==> src/rtl/xif_result_buffer.sv <==
// xif_result_buffer: result FIFO decoupling the vector unit writeback from the core's XIF result port
module xif_result_buffer #(
  parameter int Depth     = 2,
  parameter int DataWidth = 32,
  parameter int IdWidth   = 6
) (
  input  logic                     clk_i,
  input  logic                     rst_i,
  input  logic                     flush_i,
  input  logic                     in_valid_i,
  output logic                     in_ready_o,
  input  logic [IdWidth-1:0]       in_id_i,
  input  logic                     in_we_i,
  input  logic                     in_err_i,
  input  logic [DataWidth-1:0]     in_data_i,
  output logic                     out_valid_o,
  input  logic                     out_ready_i,
  output logic [IdWidth-1:0]       out_id_o,
  output logic                     out_we_o,
  output logic                     out_err_o,
  output logic [DataWidth-1:0]     out_data_o,
  output logic [$clog2(Depth):0]   count_o,
  output logic                     err_seen_o
);
  localparam int AW = $clog2(Depth);
  localparam int CW = AW + 1;
  logic [IdWidth-1:0]   id_q   [Depth];
  logic                 we_q   [Depth];
  logic                 err_q  [Depth];
  logic [DataWidth-1:0] data_q [Depth];
  logic [AW-1:0]        wr_ptr, rd_ptr;
  logic [CW-1:0]        count_q;
  logic                 err_seen_q, push, pop;
  // Handshake flags come from registered occupancy only, so no ready/valid path crosses the buffer.
  assign in_ready_o  = count_q != CW'(Depth);
  assign out_valid_o = count_q != '0;
  assign push        = in_valid_i & in_ready_o;
  assign pop         = out_valid_o & out_ready_i;
  assign out_id_o    = out_valid_o ? id_q[rd_ptr]   : '0;
  assign out_we_o    = out_valid_o ? we_q[rd_ptr]   : 1'b0;
  assign out_err_o   = out_valid_o ? err_q[rd_ptr]  : 1'b0;
  assign out_data_o  = out_valid_o ? data_q[rd_ptr] : '0;
  assign count_o     = count_q;
  assign err_seen_o  = err_seen_q;
  always_ff @(posedge clk_i) begin
    if (push) begin
      id_q[wr_ptr]   <= in_id_i;
      we_q[wr_ptr]   <= in_we_i;
      err_q[wr_ptr]  <= in_err_i;
      data_q[wr_ptr] <= in_data_i;
    end
  end
  always_ff @(posedge clk_i or posedge rst_i) begin
    if (rst_i) begin
      wr_ptr     <= '0;
      rd_ptr     <= '0;
      count_q    <= '0;
      err_seen_q <= 1'b0;
    end else begin
      if (flush_i) begin
        wr_ptr  <= '0;
        rd_ptr  <= '0;
        count_q <= '0;
      end else begin
        wr_ptr  <= wr_ptr + AW'(push);
        rd_ptr  <= rd_ptr + AW'(pop);
        count_q <= count_q + CW'(push) - CW'(pop);
      end
      if (pop && out_err_o) err_seen_q <= 1'b1;
    end
  end
  a_push_full: assert property (@(posedge clk_i) disable iff (rst_i) push |-> count_q != CW'(Depth));
  a_pop_empty: assert property (@(posedge clk_i) disable iff (rst_i) pop |-> count_q != '0);
  a_out_stable: assert property (@(posedge clk_i) disable iff (rst_i)
    (out_valid_o && !out_ready_i && !flush_i) |=>
      (out_valid_o && $stable({out_id_o, out_we_o, out_err_o, out_data_o})));
endmodule

==> config.mk <==
export PLATFORM = sky130hd
export DESIGN_NAME = xif_result_buffer
export DESIGN_NICKNAME = d
export VERILOG_FILES = /design/src/rtl/xif_result_buffer.sv
export SDC_FILE = /design/constraint.sdc
export NUM_CORES = 1
export LEC_CHECK = 0
export CORE_MARGIN = 10
export CORE_UTILIZATION = 40
export DETAILED_ROUTE_END_ITERATION = 12
export GPL_ROUTABILITY_DRIVEN = 0
export PLACE_DENSITY = 0.68
export SETUP_SLACK_MARGIN = 0.5
export SLEW_MARGIN = 40
export SYNTH_ARGS = -nofsm -noshare
export SYNTH_HDL_FRONTEND = slang
export SYNTH_SLANG_ARGS = --single-unit
==> constraint.sdc <==
create_clock -name clk_i -period 2.95 [get_ports clk_i]
set_clock_uncertainty 0.05 [all_clocks]
set_input_delay 0.295 -clock clk_i [delete_from_list [all_inputs] [get_ports clk_i]]
set_output_delay 0.295 -clock clk_i [all_outputs]
set_load 0.02 [all_outputs]
Word level (Yosys, flattened, before mapping)
Memories as Yosys holds them, arrays and structs flattened.
Cells that the tools add are included.

word-level totals
  register bits after elaboration = 5
  bits in writable memories = 80
  input port bits = 45
  output and inout port bits = 45
  logic and storage cells = 26
  memories = 4

memories
  name    depth  bits a word  rd ports  clocked after Yosys merged registers in  write ports  line  source
  data_q  2      32           1         0                                        1            30    logic [DataWidth-1:0] data_q [Depth];
  id_q    2      6            1         0                                        1            27    logic [IdWidth-1:0] id_q [Depth];
  err_q   2      1            1         0                                        1            29    logic err_q [Depth];
  we_q    2      1            1         0                                        1            28    logic we_q [Depth];

operators by class
  $add $sub $neg = 4
  equality and inequality tests = 1
  multiplexer cells = 9
  bitwise logic cells = 2
  reductions and logical operators = 2

operators by type and width
  operator                                      count
  2-to-1 mux 32 bit                             1
  2-to-1 mux 1 bit                              6
  2-to-1 mux 6 bit                              1
  adder 1 bit                                   2
  adder 2 x 1 -> 2 bit                          1
  bitwise AND 1 bit                             2
  2-to-1 mux 2 bit                              1
  inequality test 2 bit, second input constant  1
  nonzero test 2 bit                            1
  subtractor 2 x 1 -> 2 bit                     1
  logical AND 1 bit                             1

Longest topological paths before layout
Gate-level depths: netlist of the first run.

  word-level depth = 5
  mapped depth = 7
  depth with buffers taken out = 7

Worst setup path before layout of the first run
Ideal clock, no wire load.

  path kind = reg2reg
  start = register count_q[0] (netlist: count_o[0])
  end = memory data_q[1][0] (enable)
  setup time = 401 ps
  data arrival time = 1976 ps
  required time = 2499 ps
  setup slack = 523 ps
  stages on the path, launching flop included = 4
  path buffers = 0
  period minus slack after synthesis = 2427 ps
  path through = dfrtp_1 -> nand2b_1 -> and2_1 -> ha_1

between the ends
  word-level cells in the longest chain between the ends = 4

RTL lines
  what                                    line  source
  from (decl)                             32    logic [CW-1:0] count_q;
  from (signal assigned)                  67    count_q <= count_q + CW'(push) - CW'(pop);
  inequality test 2 bit                   35    assign in_ready_o = count_q != CW'(Depth);
  net in_ready_o                          11    output logic in_ready_o,
  bitwise AND 1 bit                       37    assign push = in_valid_i & in_ready_o;
  2-to-1 mux 1 bit                        46    if (push) begin
  2-to-1 mux 1 bit (implied by the code)  50    data_q[wr_ptr] <= in_data_i;
  to (decl)                               30

The timed path passes the listed nets, and every way through them passes these cells.

Final worst setup path of the first run
  start = register count_q[1] (netlist: count_o[1])
  end = output port out_data_o[4]

between the ends
  word-level cells in the longest chain between the ends = 2

RTL lines
  what                line  source
  nonzero test 2 bit  36    assign out_valid_o = count_q != '0;
  2-to-1 mux 32 bit   42    assign out_data_o = out_valid_o ? data_q[rd_ptr] : '0;
  to (decl)           21    output logic [DataWidth-1:0] out_data_o,

Every way passes these cells.

==> results.json, run 1 <==
{
  "status": "finished, final reports clean",
  "ys_seq_area_frac": 0.764,
  "drv_slew": 0,
  "clk_latency_ns": 0.33,
  "path_class": "reg2out",
  "ys_ff_latch": 85,
  "io_buffers": 89,
  "rsz0062_at_grt": "false",
  "grt_first_pass_wirelength_mm": 10.1,
  "yosysUniqueCellTypes": 17,
  "synth_fp_nets": 245,
  "drcViolationCount": 0,
  "fin_crit_ns": 2.32,
  "cp_max_fo": 21,
  "first_pass_iters": 4,
  "antenna_found_initial": 0,
  "nFillCells": 680,
  "nets": 347,
  "power.density_mw_per_mm2": 883,
  "ctsRootBufferMaster": "clkbuf_8",
  "ant_nets": 0,
  "core_mm2": 0.00813,
  "p_leak_nw": 1.57,
  "syn_inst": 196,
  "tritoncts": "built",
  "fin_crit_sh": 0.786,
  "synth_area_mm2": 0.00331,
  "worstPathArrival_ns": 1.97,
  "seq_power_share": 0.395,
  "initial_core_util": 0.407,
  "fmax_ghz": 0.431,
  "max-vdd-ir-drop_uv": 435,
  "wirelength_mm": 6.47,
  "grt_max_degree": 25,
  "hold_class": "in2async",
  "switchingPower_mw": 1.36,
  "final_common_cell": "clkdlybuf4s50_1",
  "die_w_um": 111,
  "cts_buffers": 9,
  "mostFrequentLayoutCells": "clkdlybuf4s50_1 (89), edfxtp_1 (80), nor2_1 (43)",
  "hpwl_mm": 4.49,
  "startpoint_type": "register",
  "internal_power_mw": 2.68,
  "first_global_vias": 1941,
  "clock_power_share": 0.176,
  "timing.slew.headroom": 0.666,
  "die_area_mm2": 0.0123,
  "htree_levels": 3,
  "avgSynthCellArea_um2": 16.9,
  "finalSetupViolCount": 0,
  "track_usage": 0.102,
  "syn_to_final_growth_pct": 38.5,
  "ioPinCount": 90,
  "power_frac_comb": 0.429,
  "wl_per_cell_um": 15.9,
  "end_kind": "primary output",
  "insertedDiodeCount": 0,
  "worst_ep_required_time_ns": 2.61,
  "vias": 1862,
  "cts_sinks": 85,
  "hold_buffers": 0,
  "ys_warn_count": 0,
  "multi_input_area_um2": 709,
  "tns_ns": 0,
  "gr-total-overflow": 0,
  "power_mw": 4.05,
  "seqCellArea_mm2": 0.00253,
  "fp.dieH_um": 111,
  "maxCapViolCount": 0,
  "first_iter_violations": 49,
  "vias_per_cell": 4.56,
  "clk_pin_slew_worst_paths_ns": 0.08,
  "rows": 33,
  "worst_slew_pin_slew_ns": 0.501,
  "drive_gt1_frac": 0.102,
  "finalHoldViolCount": 0,
  "switching_share": 0.337,
  "clockBufferDepth": 2
}
## cell families after synthesis
kind of cell,count (synthesis),share of synthesized area
simple gates,49,0.0586
fa+ha+maj,4,0.0151
buf+inv,14,0.0276
compound gates,2,0.00378
mux,41,0.124
flops,85,0.764
xor+xnor,1,0.00680
## cells in the mapped netlist, drive strengths merged
| cell | number | share of area |
|---|---|---|
| ha | 4 | 0.015 |
| and2 | 1 | 0.0019 |
| mux2 | 1 | 0.0034 |
| nor2b | 2 | 0.0038 |
| edfxtp | 80 | 0.73 |
| xnor3 | 1 | 0.0068 |
| o21ai | 1 | 0.0015 |
| nand2b | 1 | 0.0019 |
| inv | 5 | 0.0057 |
| nor2 | 44 | 0.050 |
| buf | 9 | 0.022 |
| dfrtp | 5 | 0.038 |
| mux2i | 40 | 0.12 |
| o21bai | 1 | 0.0023 |
| nand2 | 1 | 0.0011 |
## registers in the layout, indices dropped and copies added (netlist names)
name,count
data_q,64
id_q,12
count_o,2
err_q,2
we_q,2
err_seen_o,1
rd_ptr,1
wr_ptr,1
## critical path, cell delays in order (launching register included)
cell and delay, ns:
dfrtp_1 0.50, nor2_4 0.31, buf_12 0.20, nor2_1 0.07, clkdlybuf4s50_1 0.55
## layer usage
metal | global-route usage | vias up | routed length [um]
li1 | - | 917 | -
met1 | 0.117 | 871 | 2740
met2 | 0.167 | 66 | 3190
met3 | 0.0395 | 8 | 442
met4 | 0.0391 | 0 | 102
met5 | 0 | - | 0
## worst paths after layout
check	slack [ns]	to	depth (start not counted)	startpoint
worst min register to register	0.43	err_seen_o	1	err_seen_o
worst min-delay path	0.11	err_seen_o	2	rst_i
min in group clk_i	0.43	err_seen_o	1	err_seen_o
worst max register to register	0.90	id_q[0][1]	4	count_o[0]
max in group asynchronous	2.53	rd_ptr	2	rst_i
worst max-delay path	0.63	out_data_o[4]	4	count_o[1]
## power by group through the flow
| stage | sequential, mW | combinational (mW) | clock [mW] |
|---|---|---|---|
| 2_1_floorplan | 1.61 | 0.930 | 0 |
| 3_3_place_gp | 1.64 | 1.67 | 0 |
| 3_5_place_dp | 1.65 | 1.67 | 0 |
| 4_1_cts | 1.60 | 1.74 | 0.734 |
| 5_1_grt | 1.62 | 1.86 | 0.786 |
| 6_report | 1.60 | 1.74 | 0.713 |
## area by class of cell
| cell class | count | share of cell area |
|---|---|---|
| repair buffers | 99 | 0.222 |
| clock buffers | 11 | 0.0308 |
| well taps | 105 | 0.0287 |
| flip-flops and latches | 85 | 0.552 |
| clock inverters | 5 | 0.00791 |
| multi-input cells | 98 | 0.155 |
| inverters | 5 | 0.00409 |
## timing repair
| action | CTS | global route |
|---|---|---|
| buffers inserted | 3 | 3 |
| pin swaps | 1 | 1 |
| gates resized for setup | 1 | 0 |
| setup endpoints to repair | 40 | 8 |
| endpoints found under the hold margin | 0 | 0 |
| cloned | 1 | 0 |
## stage by stage
stage	util	instance area [um2]	hold slack, ns	setup slack, ns	instances
6_report	0.564	4580	0.113	0.632	408
5_1_grt	0.564	4580	0.126	0.546	408
4_1_cts	0.561	4560	0.112	0.540	405
3_5_place_dp	0.535	4350	0.422	0.722	385
3_3_place_gp	0.535	4350	0.413	0.740	385
2_1_floorplan	-	3310	0.0235	0.523	196
Note: power is estimated with default switching activity, not from simulation.
==> inputs of run 2 (changes only) <==
==> constraint.sdc (replaced) <==
create_clock -name clk_i -period 2.4 [get_ports clk_i]
set_clock_uncertainty 0.05 [all_clocks]
set_input_delay 0.24 -clock clk_i [delete_from_list [all_inputs] [get_ports clk_i]]
set_output_delay 0.24 -clock clk_i [all_outputs]
set_load 0.02 [all_outputs]
==> results.json, run 2 (same netlist as run 1, synthesis figures left out) <==
{
  "status": "finished, final reports clean",
  "gr-total-overflow": 0,
  "met3_length_um": 522,
  "clk_pin_slew_worst_paths_ns": 0.07,
  "first_pass_iters": 4,
  "finalHoldViolCount": 0,
  "antenna_found_initial": 0,
  "vias": 1944,
  "worst_ep_required_time_ns": 2.11,
  "cts_buffers": 9,
  "ff2ff_setup_slack_ns": 0.58,
  "power_mw": 5.16,
  "r2r_end": "count_o[1]",
  "startpoint": "rd_ptr",
  "cp_max_fo": 8,
  "p_leak_nw": 1.73,
  "fp.dieH_um": 111,
  "max-vdd-ir-drop_uv": 422,
  "syn_to_final_growth_pct": 39.5,
  "top_regs": "data_q x64, id_q x12",
  "initial_core_util": 0.407,
  "die_area_mm2": 0.0123,
  "first_iter_violations": 75,
  "fin_crit_ns": 1.92,
  "multi_input_area_um2": 707,
  "hpwl_mm": 4.43,
  "finalSetupViolCount": 0,
  "fmax_ghz": 0.521,
  "vias_per_cell": 4.64,
  "first_global_vias": 2019,
  "rows": 33,
  "highest_layer": "met4",
  "timing.slew.headroom": 0.813,
  "final_util": 0.568,
  "crit_chain": "buf_4, buf_8, mux2i_1, nor2_1, clkdlybuf4s15_1",
  "drive_gt1_frac": 0.239,
  "core_mm2": 0.00813,
  "rr_worst_depth": 8,
  "wl_per_cell_um": 17.2,
  "largest_register": "data_q",
  "path_class": "reg2out",
  "path_buf_inv": 3,
  "seqCellArea_mm2": 0.00253,
  "rsz0062_at_grt": "true",
  "regToRegStartpoint": "count_o[0]",
  "drt-met1-wl_mm": 3.02,
  "htree_levels": 3,
  "path_depth": 5,
  "drcViolationCount": 0,
  "clk_latency_ns": 0.34,
  "cp_slowest_stage_delay_ns": 0.45,
  "slowest_stage": "dfrtp_2",
  "power.density_mw_per_mm2": 1120,
  "ioPinCount": 90,
  "die_w_um": 111,
  "end_kind": "primary output",
  "nFillCells": 679,
  "crit_end": "out_data_o[21]",
  "nets": 358,
  "ctsRootBufferMaster": "clkbuf_8",
  "io_buffers": 89,
  "largest_reg_flops": 64,
  "drv_slew": 0,
  "path_delay_family": "buffers and inverters",
  "maxCapViolCount": 0,
  "ant_nets": 0,
  "insertedDiodeCount": 0,
  "grt_first_pass_wirelength_mm": 10.6,
  "fin_crit_sh": 0.800,
  "mostFrequentLayoutCells": "edfxtp_1 (80), clkdlybuf4s50_1 (47), nor2_1 (43)",
  "tritoncts": "built",
  "tns_ns": 0,
  "track_usage": 0.110,
  "hold_class": "in2async",
  "cts_sinks": 85,
  "worstPathArrival_ns": 1.63,
  "final_common_cell": "edfxtp_1",
  "route.met2.wl_mm": 3.58,
  "grt_max_degree": 41,
  "worst_slew_pin_slew_ns": 0.280,
  "clockBufferDepth": 2,
  "startpoint_type": "register",
  "wirelength_mm": 7.22
}
[run 2: power breakdown]
| group | total [mW] | switching, mW | internal, mW |
|---|---|---|---|
| registers | 1.96 | 0.0786 | 1.88 |
| clock network | 0.936 | 0.466 | 0.469 |
| logic | 2.27 | 1.25 | 1.02 |
| total | 5.16 | 1.79 | 3.37 |
[run 2: routing by layer]
metal / vias to the layer above / track usage
met5: - / 0
met3: 10 / 0.0503
li1: 939 / -
met2: 57 / 0.178
met4: 0 / 0.0495
met1: 938 / 0.119
[run 2: layout make-up]
type,count,area share
sequential,85,0.548
timing repair buffer,111,0.227
multi-input combinational,97,0.153
tap,105,0.0285
clock buffer,10,0.0276
clock inverter,6,0.0117
inverter,5,0.00407
[run 2: through the flow]
stage                     cell area (um2)  worst slack [ns]  hold slack (ns)  instances
final                                4620             0.479           0.0637        419
after global placement               4360             0.417            0.418        388
after floorplan                      3310             0.371          -0.0315        196
after global routing                 4620             0.382           0.0568        419
after CTS                            4540             0.417           0.0424        406
after detailed placement             4360             0.422            0.411        388
[run 2: what timing repair did]
action | in CTS | in global routing
cloned | 1 | 4
resized for setup | 48 | 79
pin swaps | 0 | 1
buffers inserted | 1 | 9
setup endpoints to repair | 42 | 41
hold buffers | 0 | 0
[run 2: worst min path at each step]
stage	cells past startpoint	slack [ns]	from	to
2_1_floorplan	1	-0.03	rst_i	count_o[0]
6_report	2	0.06	rst_i	err_seen_o
5_1_grt	2	0.06	rst_i	err_seen_o
4_1_cts	2	0.04	rst_i	err_seen_o
3_5_place_dp	2	0.41	rst_i	err_seen_o
3_3_place_gp	2	0.42	rst_i	err_seen_o
==> inputs of run 3 (changes only) <==
==> constraint.sdc (replaced) <==
create_clock -name clk_i -period 1.9 [get_ports clk_i]
set_clock_uncertainty 0.05 [all_clocks]
set_input_delay 0.19 -clock clk_i [delete_from_list [all_inputs] [get_ports clk_i]]
set_output_delay 0.19 -clock clk_i [all_outputs]
set_load 0.02 [all_outputs]
==> results.json, run 3 (same netlist as run 1, synthesis figures left out) <==
{
  "place_area_mm2": 0.00446,
  "tns_ns": 0,
  "final_util": 0.650,
  "die_area_mm2": 0.0123,
  "io_buffers": 89,
  "cp_slowest_stage_delay_ns": 0.44,
  "drv_slew": 0,
  "first_pass_iters": 4,
  "fin_crit_sh": 0.922,
  "maxCapViolCount": 0,
  "highest_layer": "met4",
  "path_delay_family": "buffers and inverters",
  "rsz0062_at_grt": "true",
  "worst_slew_pin_slew_ns": 0.273,
  "power_mw": 7.74,
  "track_usage": 0.124,
  "antenna_found_initial": 0,
  "cts_buffers": 9,
  "fmax_ghz": 0.571,
  "design_area_mm2": 0.00529,
  "largest_register": "data_q",
  "path_depth": 6,
  "ant_nets": 0,
  "finalSetupViolCount": 0,
  "worst_ep_required_time_ns": 1.66,
  "rows": 33,
  "clockBufferDepth": 2,
  "path_buf_inv": 4,
  "crit_chain": "nor2_4, buf_8, buf_12, buf_16, nor2_2, buf_6",
  "fp.dieH_um": 111,
  "finalHoldViolCount": 0,
  "grt_max_degree": 21,
  "final_common_cell": "edfxtp_1",
  "end_kind": "primary output",
  "route.met2.wl_mm": 4.29,
  "startpoint_type": "register",
  "internal_power_mw": 5.12,
  "path_class": "reg2out",
  "core_mm2": 0.00813,
  "initial_core_util": 0.407,
  "startpoint": "count_o[1]",
  "drive_gt1_frac": 0.399,
  "timing.slew.headroom": 0.817,
  "hold_class": "in2reg",
  "final_cells": 438,
  "wirelength_mm": 8.26,
  "syn_to_final_growth_pct": 59.8,
  "first_global_vias": 2188,
  "clock_power_share": 0.158,
  "nets": 377,
  "drt-met1-wl_mm": 3.34,
  "switching_share": 0.339,
  "met3_length_um": 562,
  "clk_latency_ns": 0.34,
  "ff2ff_setup_slack_ns": 0.17,
  "die_w_um": 111,
  "r2r_end": "id_q[1][1]",
  "power_frac_comb": 0.523,
  "status": "finished, final reports clean",
  "insertedDiodeCount": 0,
  "seq_power_share": 0.319,
  "regToRegStartpoint": "count_o[0]",
  "drcViolationCount": 0,
  "hpwl_mm": 4.50,
  "power.density_mw_per_mm2": 1460,
  "top_regs": "data_q x64, id_q x12",
  "gr-total-overflow": 0,
  "rr_worst_depth": 6,
  "vias_per_cell": 4.78,
  "p_leak_nw": 1.96,
  "crit_end": "out_data_o[24]",
  "worstPathArrival_ns": 1.51,
  "slowest_stage": "dfrtp_2",
  "htree_levels": 3,
  "wl_per_cell_um": 18.9,
  "first_iter_violations": 53,
  "switchingPower_mw": 2.62,
  "cts_sinks": 85,
  "ioPinCount": 90,
  "fin_crit_ns": 1.75,
  "mostFrequentLayoutCells": "edfxtp_1 (80), clkdlybuf4s50_1 (44), mux2i_1 (37)",
  "ctsRootBufferMaster": "clkbuf_8",
  "max-vdd-ir-drop_uv": 624,
  "cp_max_fo": 7,
  "grt_first_pass_wirelength_mm": 11.8,
  "largest_reg_flops": 64,
  "tritoncts": "built",
  "vias": 2094,
  "dp_cells": 389,
  "clk_pin_slew_worst_paths_ns": 0.08
}
[run 3: worst register-to-register path: cells and delay by family (launching register included)]
kind | cells | cell delay, ns
DFF | 1 | 0.42
buffers and inverters | 3 | 0.39
and+or+nand+nor | 2 | 0.32
adders and majority gates | 1 | 0.28
[run 3: worst min-delay path by stage]
stage                   from       endpoint  slack [ns]  cells past startpoint
2_1_floorplan          rst_i     err_seen_o       -0.08                      1
3_3_place_gp           rst_i         wr_ptr        0.37                      2
3_5_place_dp           rst_i         wr_ptr        0.37                      2
4_1_cts         in_data_i[4]   data_q[0][4]        0.36                      1
5_1_grt        in_data_i[23]  data_q[1][23]        0.35                      1
6_report       in_data_i[27]  data_q[1][27]        0.38                      1
[run 3: through the flow]
stage	hold slack, ns	worst slack, ns
6_report	0.377	0.147
4_1_cts	0.359	0.101
2_1_floorplan	-0.0816	0.292
3_5_place_dp	0.368	0.143
5_1_grt	0.353	0.0835
3_3_place_gp	0.367	0.136
[run 3: final cells by class]
| type | count | area (um2) |
|---|---|---|
| Fill cell | 592 | 2850 |
| Sequential cell | 85 | 2530 |
| Timing Repair Buffer | 130 | 1570 |
| Multi-Input combinational cell | 97 | 842 |
| Tap cell | 105 | 131 |
| Clock buffer | 10 | 128 |
| Clock inverter | 6 | 63.8 |
| Inverter | 5 | 23.8 |
[run 3: repair_timing]
action,CTS,global route
gates cloned,7,10
pin swaps,9,5
setup endpoints to repair,127,125
resized for setup,250,35
hold buffers,1,0
setup buffers,13,2
endpoints found under the hold margin,5,0
[run 3: layer usage]
| metal | up-vias | global-route usage |
|---|---|---|
| li1 | 986 | - |
| met3 | 7 | 0.0400 |
| met5 | - | 0 |
| met1 | 1032 | 0.138 |
| met2 | 69 | 0.219 |
| met4 | 0 | 0.0417 |
[run 3: power by group through the flow]
stage | Clock (mW) | Sequential (mW) | Combinational (mW)
after global placement | 0 | 2.51 | 2.76
after CTS | 1.25 | 2.46 | 3.61
after global routing | 1.35 | 2.49 | 4.30
final | 1.22 | 2.47 | 4.05
after detailed placement | 0 | 2.53 | 2.78
after floorplan | 0 | 2.51 | 1.48
